==> src/rtl/cache_mem_arbiter_pkg.sv <==
// Shared types and constants for the cache-to-main-memory arbiter.
// Request/response structs are the common cache <-> memory block transaction format.
package cache_mem_arbiter_pkg;

  localparam int ADDR_WIDTH   = 32;
  localparam int WORD_WIDTH   = 32;
  localparam int BLOCK_SIZE   = 4;
  localparam int NUM_MEM_REQ  = 2;
  localparam int REQ_ID_WIDTH = $clog2(NUM_MEM_REQ);

  typedef logic [BLOCK_SIZE-1:0][WORD_WIDTH-1:0] block_t;

  typedef struct packed {
    logic [ADDR_WIDTH-1:0] addr;
    logic                  cs;
    logic                  rw;
    block_t                data;
  } memory_request_t;

  typedef struct packed {
    logic   ack;
    block_t data;
  } memory_response_t;

  typedef enum logic [1:0] {
    ARB_IDLE    = 2'd0,
    ARB_BUSY    = 2'd1,
    ARB_RELEASE = 2'd2
  } arb_state_t;

  // Wrapping increment; n need not be a power of two.
  function automatic logic [31:0] rr_next(input logic [31:0] idx, input int unsigned n);
    return (idx + 32'd1) % n;
  endfunction

endpackage

==> src/rtl/cache_mem_arbiter_rr_priority_picker.sv <==
// Round-robin priority picker: first asserted request at or above rr_ptr_i,
// wrapping from NUM_REQ-1 back to 0.
module cache_mem_arbiter_rr_priority_picker
  import cache_mem_arbiter_pkg::*;
#(
  parameter int NUM_REQ = NUM_MEM_REQ,
  parameter int ID_W    = $clog2(NUM_REQ)
) (
  input  logic [NUM_REQ-1:0] req_vec_i,
  input  logic [ID_W-1:0]    rr_ptr_i,
  output logic               valid_o,
  output logic [ID_W-1:0]    idx_o
);

  logic [ID_W-1:0] cand_s;

  // Scan from the farthest offset down so the nearest hit to rr_ptr_i wins.
  always_comb begin
    valid_o = 1'b0;
    idx_o   = '0;
    cand_s  = '0;
    for (int k = NUM_REQ - 1; k >= 0; k--) begin
      cand_s  = ID_W'((32'(rr_ptr_i) + 32'(k)) % 32'(NUM_REQ));
      valid_o = valid_o | req_vec_i[cand_s];
      idx_o   = req_vec_i[cand_s] ? cand_s : idx_o;
    end
  end

endmodule

==> src/rtl/cache_mem_arbiter.sv <==
// Round-robin arbiter sharing the main-memory port between icache (0) and dcache (1).
// Grant is held until memory acks, followed by one release cycle before re-arbitration.
module cache_mem_arbiter
  import cache_mem_arbiter_pkg::*;
#(
  parameter int NUM_REQ = NUM_MEM_REQ,
  parameter int ID_W    = $clog2(NUM_REQ)
) (
  input  logic               clk,
  input  logic               rst,
  input  memory_request_t    req_i [NUM_REQ],
  output memory_response_t   resp_o [NUM_REQ],
  output memory_request_t    mem_req_o,
  input  memory_response_t   mem_resp_i,
  output logic [NUM_REQ-1:0] grant_o,
  output logic               busy_o
);

  arb_state_t      state_q, state_d;
  logic [ID_W-1:0] grant_idx_q, grant_idx_d;
  logic [ID_W-1:0] rr_ptr_q, rr_ptr_d;
  memory_request_t shadow_q, shadow_d;
  logic            drop_q, drop_d;

  logic [NUM_REQ-1:0] req_cs_s;
  logic               pick_valid_s;
  logic [ID_W-1:0]    pick_idx_s;
  logic               granted_cs_s;
  logic               fwd_ack_s;

  always_comb begin
    req_cs_s = '0;
    for (int i = 0; i < NUM_REQ; i++) begin
      req_cs_s[i] = req_i[i].cs;
    end
  end

  cache_mem_arbiter_rr_priority_picker #(
    .NUM_REQ (NUM_REQ),
    .ID_W    (ID_W)
  ) u_picker (
    .req_vec_i (req_cs_s),
    .rr_ptr_i  (rr_ptr_q),
    .valid_o   (pick_valid_s),
    .idx_o     (pick_idx_s)
  );

  // A requester that let go of cs mid-transaction must not see the ack.
  assign granted_cs_s = req_i[grant_idx_q].cs;
  assign fwd_ack_s    = (state_q == ARB_BUSY) && mem_resp_i.ack && !drop_q && granted_cs_s;

  always_comb begin
    state_d     = state_q;
    grant_idx_d = grant_idx_q;
    rr_ptr_d    = rr_ptr_q;
    shadow_d    = shadow_q;
    drop_d      = drop_q;
    case (state_q)
      ARB_IDLE: begin
        if (pick_valid_s) begin
          state_d     = ARB_BUSY;
          grant_idx_d = pick_idx_s;
          shadow_d    = req_i[pick_idx_s];
          shadow_d.cs = 1'b1;
          drop_d      = 1'b0;
        end else begin
          state_d = ARB_IDLE;
        end
      end
      ARB_BUSY: begin
        if (!granted_cs_s) begin
          drop_d = 1'b1;
        end else begin
          drop_d = drop_q;
        end
        if (mem_resp_i.ack) begin
          rr_ptr_d = ID_W'(rr_next(32'(grant_idx_q), NUM_REQ));
          state_d  = ARB_RELEASE;
        end else begin
          state_d = ARB_BUSY;
        end
      end
      ARB_RELEASE: begin
        state_d = ARB_IDLE;
      end
      default: begin
        state_d = ARB_IDLE;
      end
    endcase
  end

  always_ff @(posedge clk) begin
    if (rst) begin
      state_q     <= ARB_IDLE;
      grant_idx_q <= '0;
      rr_ptr_q    <= '0;
      shadow_q    <= '0;
      drop_q      <= 1'b0;
    end else begin
      state_q     <= state_d;
      grant_idx_q <= grant_idx_d;
      rr_ptr_q    <= rr_ptr_d;
      shadow_q    <= shadow_d;
      drop_q      <= drop_d;
    end
  end

  // Memory-side request comes from the grant-time capture, never from live inputs.
  always_comb begin
    mem_req_o = '0;
    grant_o   = '0;
    busy_o    = 1'b0;
    if (state_q == ARB_BUSY) begin
      mem_req_o            = shadow_q;
      mem_req_o.cs         = 1'b1;
      grant_o[grant_idx_q] = 1'b1;
      busy_o               = 1'b1;
    end else begin
      mem_req_o = '0;
      grant_o   = '0;
      busy_o    = 1'b0;
    end
  end

  always_comb begin
    for (int i = 0; i < NUM_REQ; i++) begin
      resp_o[i] = '0;
      if (fwd_ack_s && (grant_idx_q == ID_W'(i))) begin
        resp_o[i].ack  = 1'b1;
        resp_o[i].data = mem_resp_i.data;
      end else begin
        resp_o[i] = '0;
      end
    end
  end

endmodule

==> config.mk <==
export PLATFORM = sky130hd
export DESIGN_NAME = cache_mem_arbiter
export DESIGN_NICKNAME = d
export VERILOG_FILES = /design/src/rtl/cache_mem_arbiter_pkg.sv /design/src/rtl/cache_mem_arbiter_rr_priority_picker.sv /design/src/rtl/cache_mem_arbiter.sv
export SDC_FILE = /design/constraint.sdc
export NUM_CORES = 1
export LEC_CHECK = 0
export ABC_AREA = 1
export CAP_MARGIN = 10
export CORE_AREA = 2 2 341 343
export CTS_CLUSTER_SIZE = 30
export DETAILED_ROUTE_END_ITERATION = 10
export DIE_AREA = 0 0 343 345
export PLACE_DENSITY = 0.38
export SLEW_MARGIN = 20
export SYNTH_ARGS = -nofsm -noshare
export SYNTH_HDL_FRONTEND = slang
export SYNTH_SLANG_ARGS = --single-unit
export TNS_END_PERCENT = 1
==> constraint.sdc <==
create_clock -name clk -period 1.5 [get_ports clk]
set_input_delay 0.375 -clock clk [delete_from_list [all_inputs] [get_ports clk]]
set_output_delay 0.375 -clock clk [all_outputs]
set_load 0.01 [all_outputs]
Word level (Yosys, flattened, before mapping):

Cells that the tools add are included.

* flip-flop bits (word level): 166
* input port bits: 455

* add/sub/neg operators: 2
* magnitude comparators: 6
* eq/ne operators: 3
* mux-type cells: 25
* bitwise gates (word level): 4
* reductions and logical operators: 12

Operators by type and width (number)
* 162-bit 2-to-1 mux: 4
* 130-bit 2-to-1 mux: 3
* 129-bit 2-to-1 mux: 2
* 1-bit 2-to-1 mux: 11
* 1-bit logical AND: 6
* 1-bit by 2-bit less-than comparator with 1-bit output (second input constant): 3
* 2-bit greater-or-equal comparator (second input constant): 2
* 2-bit 2-to-1 mux: 2
* 2-bit != test (second input constant): 2
* 1-bit NOT with 2-bit output: 2
* 2-bit one-hot mux with 2 select lines: 1
* 2-bit AND reduction: 2
* 3-bit AND reduction: 1
* 1-bit adder (second input constant): 2
* 2-bit by 1-bit == test with 1-bit output (second input constant): 1
* 2-bit logical NOT: 1
* 1-bit one-hot mux with 2 select lines: 1
* 2-bit nonzero test: 1
* 1-bit demux with 1-bit select: 1
* 1-bit greater-or-equal comparator (second input constant): 1
* 1-bit logical NOT: 1
* 1-bit NOT: 1
* 1-bit OR: 1

Logic depth before layout (Yosys ltp):

* depth in word-level cells: 9
* gate-level depth with buffers: 9
* gate-level depth less buffers: 7

By module:

From an unflattened synthesis, not the netlist that was laid out.

* cells, all modules: 2170
* area total of the unflattened synthesis: 11243.3 um2

Modules (own cells, without submodules)
* cache_mem_arbiter: instances 1, cells an instance 2166, area an instance 11224.5 um2, sequential area each 3323.2 um2
* cache_mem_arbiter_rr_priority_picker: instances 1, cells an instance 4, area an instance 18.8 um2, sequential area each 0.0 um2

Worst setup path before layout:

Ideal clock, no wire load.

* path type: register -> output
* start point: register state_q[0]
* end point: output port grant_o[0]
* arrival: 1.234 ns
* data required time: 1.125 ns
* slack: -0.109 ns
* stages on the path, launching flop included: 7
* path buffers: 2
* cells stage by stage: dfxtp_1 -> inv_1 -> nor2_2 -> inv_2 -> clkbuf_1 -> buf_2 -> nor2_1

* word-level cells in the longest chain between the ends: 2

RTL lines
* start, declared: line cache_mem_arbiter.sv:19 `arb_state_t state_q, state_d;`
* start signal, assigned: line cache_mem_arbiter.sv:100 `state_q <= state_d;`
* 2-bit by 1-bit == test with 1-bit output: line cache_mem_arbiter.sv:113 `if (state_q == ARB_BUSY) begin`
* 2-bit 2-to-1 mux: line cache_mem_arbiter.sv:113
* end, declared: line cache_mem_arbiter.sv:15 `output logic [NUM_REQ-1:0] grant_o,`

Every way passes these cells.

==> Implementation_results.wiki <==
{| class="wikitable"
! Metric !! Value
|-
| Slew @ Worst Pin || 592 ps
|-
| Most common cell after layout, fill and taps aside || inv_1
|-
| Reg power frac || 30.2%
|-
| Clock root buffer || clkbuf_16
|-
| Combinational group share of total power || 41.2%
|-
| Sum of overflow across all layers after global routing || 0
|-
| Clock net sink count || 166
|-
| Die height || 345 µm
|-
| Via count of the routed design || about 17,000
|-
| Layout Skew || 12.2 ps
|-
| Number of hold violations in the final report || 0
|-
| Initial core utilization || 9.62%
|-
| CP cell instances || clkdlybuf4s50_1, nand3_4, nor2_4, buf_6, nand3_4, buf_12, clkbuf_16, clkbuf_16, nor2_4, buf_12
|-
| Clock Latency Late Sink || about 510 ps
|-
| Slowest-stage cell, CP || clkdlybuf4s50_1
|-
| Setup Crit Path Kind || input port to output port
|-
| Switching Power || ~6200 µW
|-
| Worst Setup Slack post-DPL || -1200 ps
|-
| Path depth of the worst reg2reg path || 10
|-
| Net count of the mapped netlist || 2,484
|-
| Total number of H-tree levels || 4
|-
| Share of the clock period used by the worst path after layout || 169%
|-
| Horizontal extent of the die || around 340 µm
|-
| Synth unique cells || 16
|-
| Die Area || between 100,000 and 150,000 µm²
|-
| Crit Path Max Fanout || 8
|-
| Peak supply drop || roughly 0.65 mV
|-
| Hold Path Depth || 5
|-
| Total routed wirelength || between 100,000 and 150,000 µm
|-
| Static leakage || 0.0126 µW
|-
| Share of post-route cells with drive strength above 1 || 31.6%
|-
| Number of cells produced by synthesis || 2,029
|-
| Via density per instance || roughly 3.6
|-
| Maximum number of pins on one net before global-route repair || 90
|-
| Top cell type's share of synthesized area || 30.0%
|-
| Synth-to-Final Area Change || 133%
|-
| Violated checks || negative setup slack
|-
| Final net count || roughly 3,500
|-
| Headroom to the max-slew limit || slightly above 60%
|-
| # DRC || 0
|-
| I/O pin count || 878
|-
| Slew Limit Fails || 0
|-
| Areal power density over the cells || 646 nW/µm²
|-
| Classification of the worst-slack hold path || input port to flip-flop
|-
| Worst reg2reg path startpoint || state_q[1]
|-
| Via count of the first global-routing pass || between 15,000 and 20,000
|-
| Origin of the worst min-delay path || rst
|-
| Max Root-Sink Buffers || 2
|-
| Status || complete, but fails checks
|-
| Standard-cell rows || approximately 130
|-
| Count of state elements after synthesis || 166
|-
| Min setup slack post-route || -1040 ps
|-
| Sort of element at the end of the critical path || output port
|-
| Clock tree from TritonCTS || done
|-
| Number of violations of the max-capacitance limit || 0
|-
| Drt initial violations || roughly 730
|-
| Number of antenna-violating nets in the routed design || 0
|-
| Number of detailed-routing iterations run before antenna repair || 5
|-
| Buffers added on ports || between 800 and 900
|-
| DP Wirelength || 89,900 µm
|-
| Number of CTS-inserted buffers || 17
|-
| Data required, critical path || about 1100 ps
|-
| Initial antenna violation count || 15
|-
| Delay of the slowest cell on the worst path || between 500 and 600 ps
|-
| GRT Total Usage || 17.5%
|-
| Signal arrival time at the worst endpoint || approximately 2200 ps
|-
| Highest Clock Rate || between 300 and 400 MHz
|-
| Count of endpoints failing setup in the final report || between 500 and 600
|-
| Post-CTS clock slew at the launch and capture registers of the worst setup and hold paths || 80 ps
|-
| Average size of a mapped cell || about 5.5 µm²
|-
| End of the worst hold path || shadow_q[24]
|-
| Post-DR wirelength/cell || ~24 µm
|-
| Floorplan core area || ~120,000 µm²
|-
| Period minus WS final || approximately 2500 ps
|-
| Global-route wire length before repair || about 140,000 µm
|-
| Endpoint of the worst-slack reg-to-reg timing path || shadow_q[5]
|-
| Top cells by area in the synthesized netlist || dfxtp_1 (30%), inv_1 (15%), nand3_1 (15%)
|-
| Unrepaired setup endpoints after global routing || true
|-
| Crit start category || input port
|-
| Routability cong. || 0.929
|-
| Netlist Area Pre-Place || around 11,000 µm²
|-
| Fraction of the yosys area taken by sequential cells || between 30% and 40%
|-
| Commonest cells after routing, fill and taps aside || inv_1 (454), clkdlybuf4s50_1 (452), nand2_1 (331), nand3_1 (322), buf_4 (217)
|-
| Ys Warns || 0
|-
| Cell internal pwr || roughly 10,000 µW
|-
| Most area-hungry cell type in the Yosys netlist || dfxtp_1
|-
| Clock network fraction of design power || about 29%
|-
| Switching portion of total power || roughly 37%
|-
| Reg2Reg Setup Slack || -160 ps
|-
| Total chip power || between 15,000 and 20,000 µW
|}
## registers in the layout, indices dropped and copies added, names as in the netlist
signal	count
drop_q	1
grant_idx_q	1
rr_ptr_q	1
shadow_q	161
state_q	2
## cell usage after synthesis
cell	count
nand2_1	333
buf_1	29
inv_1	455
a21oi_1	164
dfxtp_1	166
buf_6	1
nand2_2	2
nand3_1	327
buf_4	7
clkbuf_1	41
inv_2	5
o21ai_0	1
buf_2	73
nor2_4	1
nor2_1	423
nor2_2	1
## cells by family (layout without fill, tap and decap cells)
kind of cell	after synthesis	count (layout)	share of synthesized area, %
AOI/OAI and AO/OA	165	165	7.46
buffers and inverters	611	1640	21.8
DFF	166	166	30.0
other	0	5	0
and+or+nand+nor	1087	1087	40.7
## power groups by stage
stage               Sequential (µW)  Clock, µW  Combinational [µW]
finish                         5040       4760                6860
floorplan                      5120          0                2520
detailed placement             5150          0                6570
global route                   5090       5180                7440
CTS                            5040       5060                6720
global placement               5130          0                6570
## per-layer routing
metal  GRT usage [%]  share of wire (%)  vias to the layer above
met3            4.58                6.7                      137
met1            16.4                 34                     7679
met4            10.1                6.5                       12
li1                -                  -                     8057
met2            33.7                 53                      641
met5               0              0.082                        -
## layout make-up
| class | count | area [µm²] |
|---|---|---|
| inverters | 460 | 1750 |
| well taps | 1524 | 1910 |
| repair buffers | 1147 | 11800 |
| multi-input cells | 1252 | 6420 |
| repair inverters | 1 | 11.3 |
| diodes | 5 | 12.5 |
| clock buffers | 18 | 429 |
| flip-flops and latches | 166 | 3330 |
| clock inverters | 14 | 143 |
| fillers | 13159 | 89300 |
## timing repair
item / CTS / global route
pin swaps: 1 / 3
gates cloned: 4 / 13
resized for setup: 760 / 715
hold buffers: 0 / 0
hold endpoints to repair: 0 / 0
endpoints found under the setup margin: 527 / 577
setup buffers: 2 / 14
## metrics by stage
stage               hold WS (ps)  utilization [%]  instances  instance area (µm²)  TNS [ps]
finish                       300             22.4       4587                25800   -349030
global route                 287             22.4       4582                25800   -390510
CTS                          264             21.8       4555                25100   -399220
detailed placement           462             21.3       4517                24500   -458430
global placement             459             21.3       4517                24500   -456410
floorplan                    440                -       2029                11100    -15330
## worst max-delay path by stage
stage / from / end / slack (ps) / cells past startpoint
floorplan: state_q[1] / resp_o[100] / -60 / 7
global placement: mem_resp_i[128] / resp_o[101] / -1200 / 9
detailed placement: mem_resp_i[128] / resp_o[200] / -1200 / 9
CTS: state_q[1] / resp_o[225] / -1260 / 8
global route: state_q[1] / resp_o[200] / -1070 / 10
finish: mem_resp_i[128] / resp_o[200] / -1040 / 10
## critical path: cells and delay by family
family / cells / cell delay [ps]
AND/OR/NAND/NOR: 4 / 460
buffers and inverters: 6 / 1290
(Power assumes the default switching activity.)
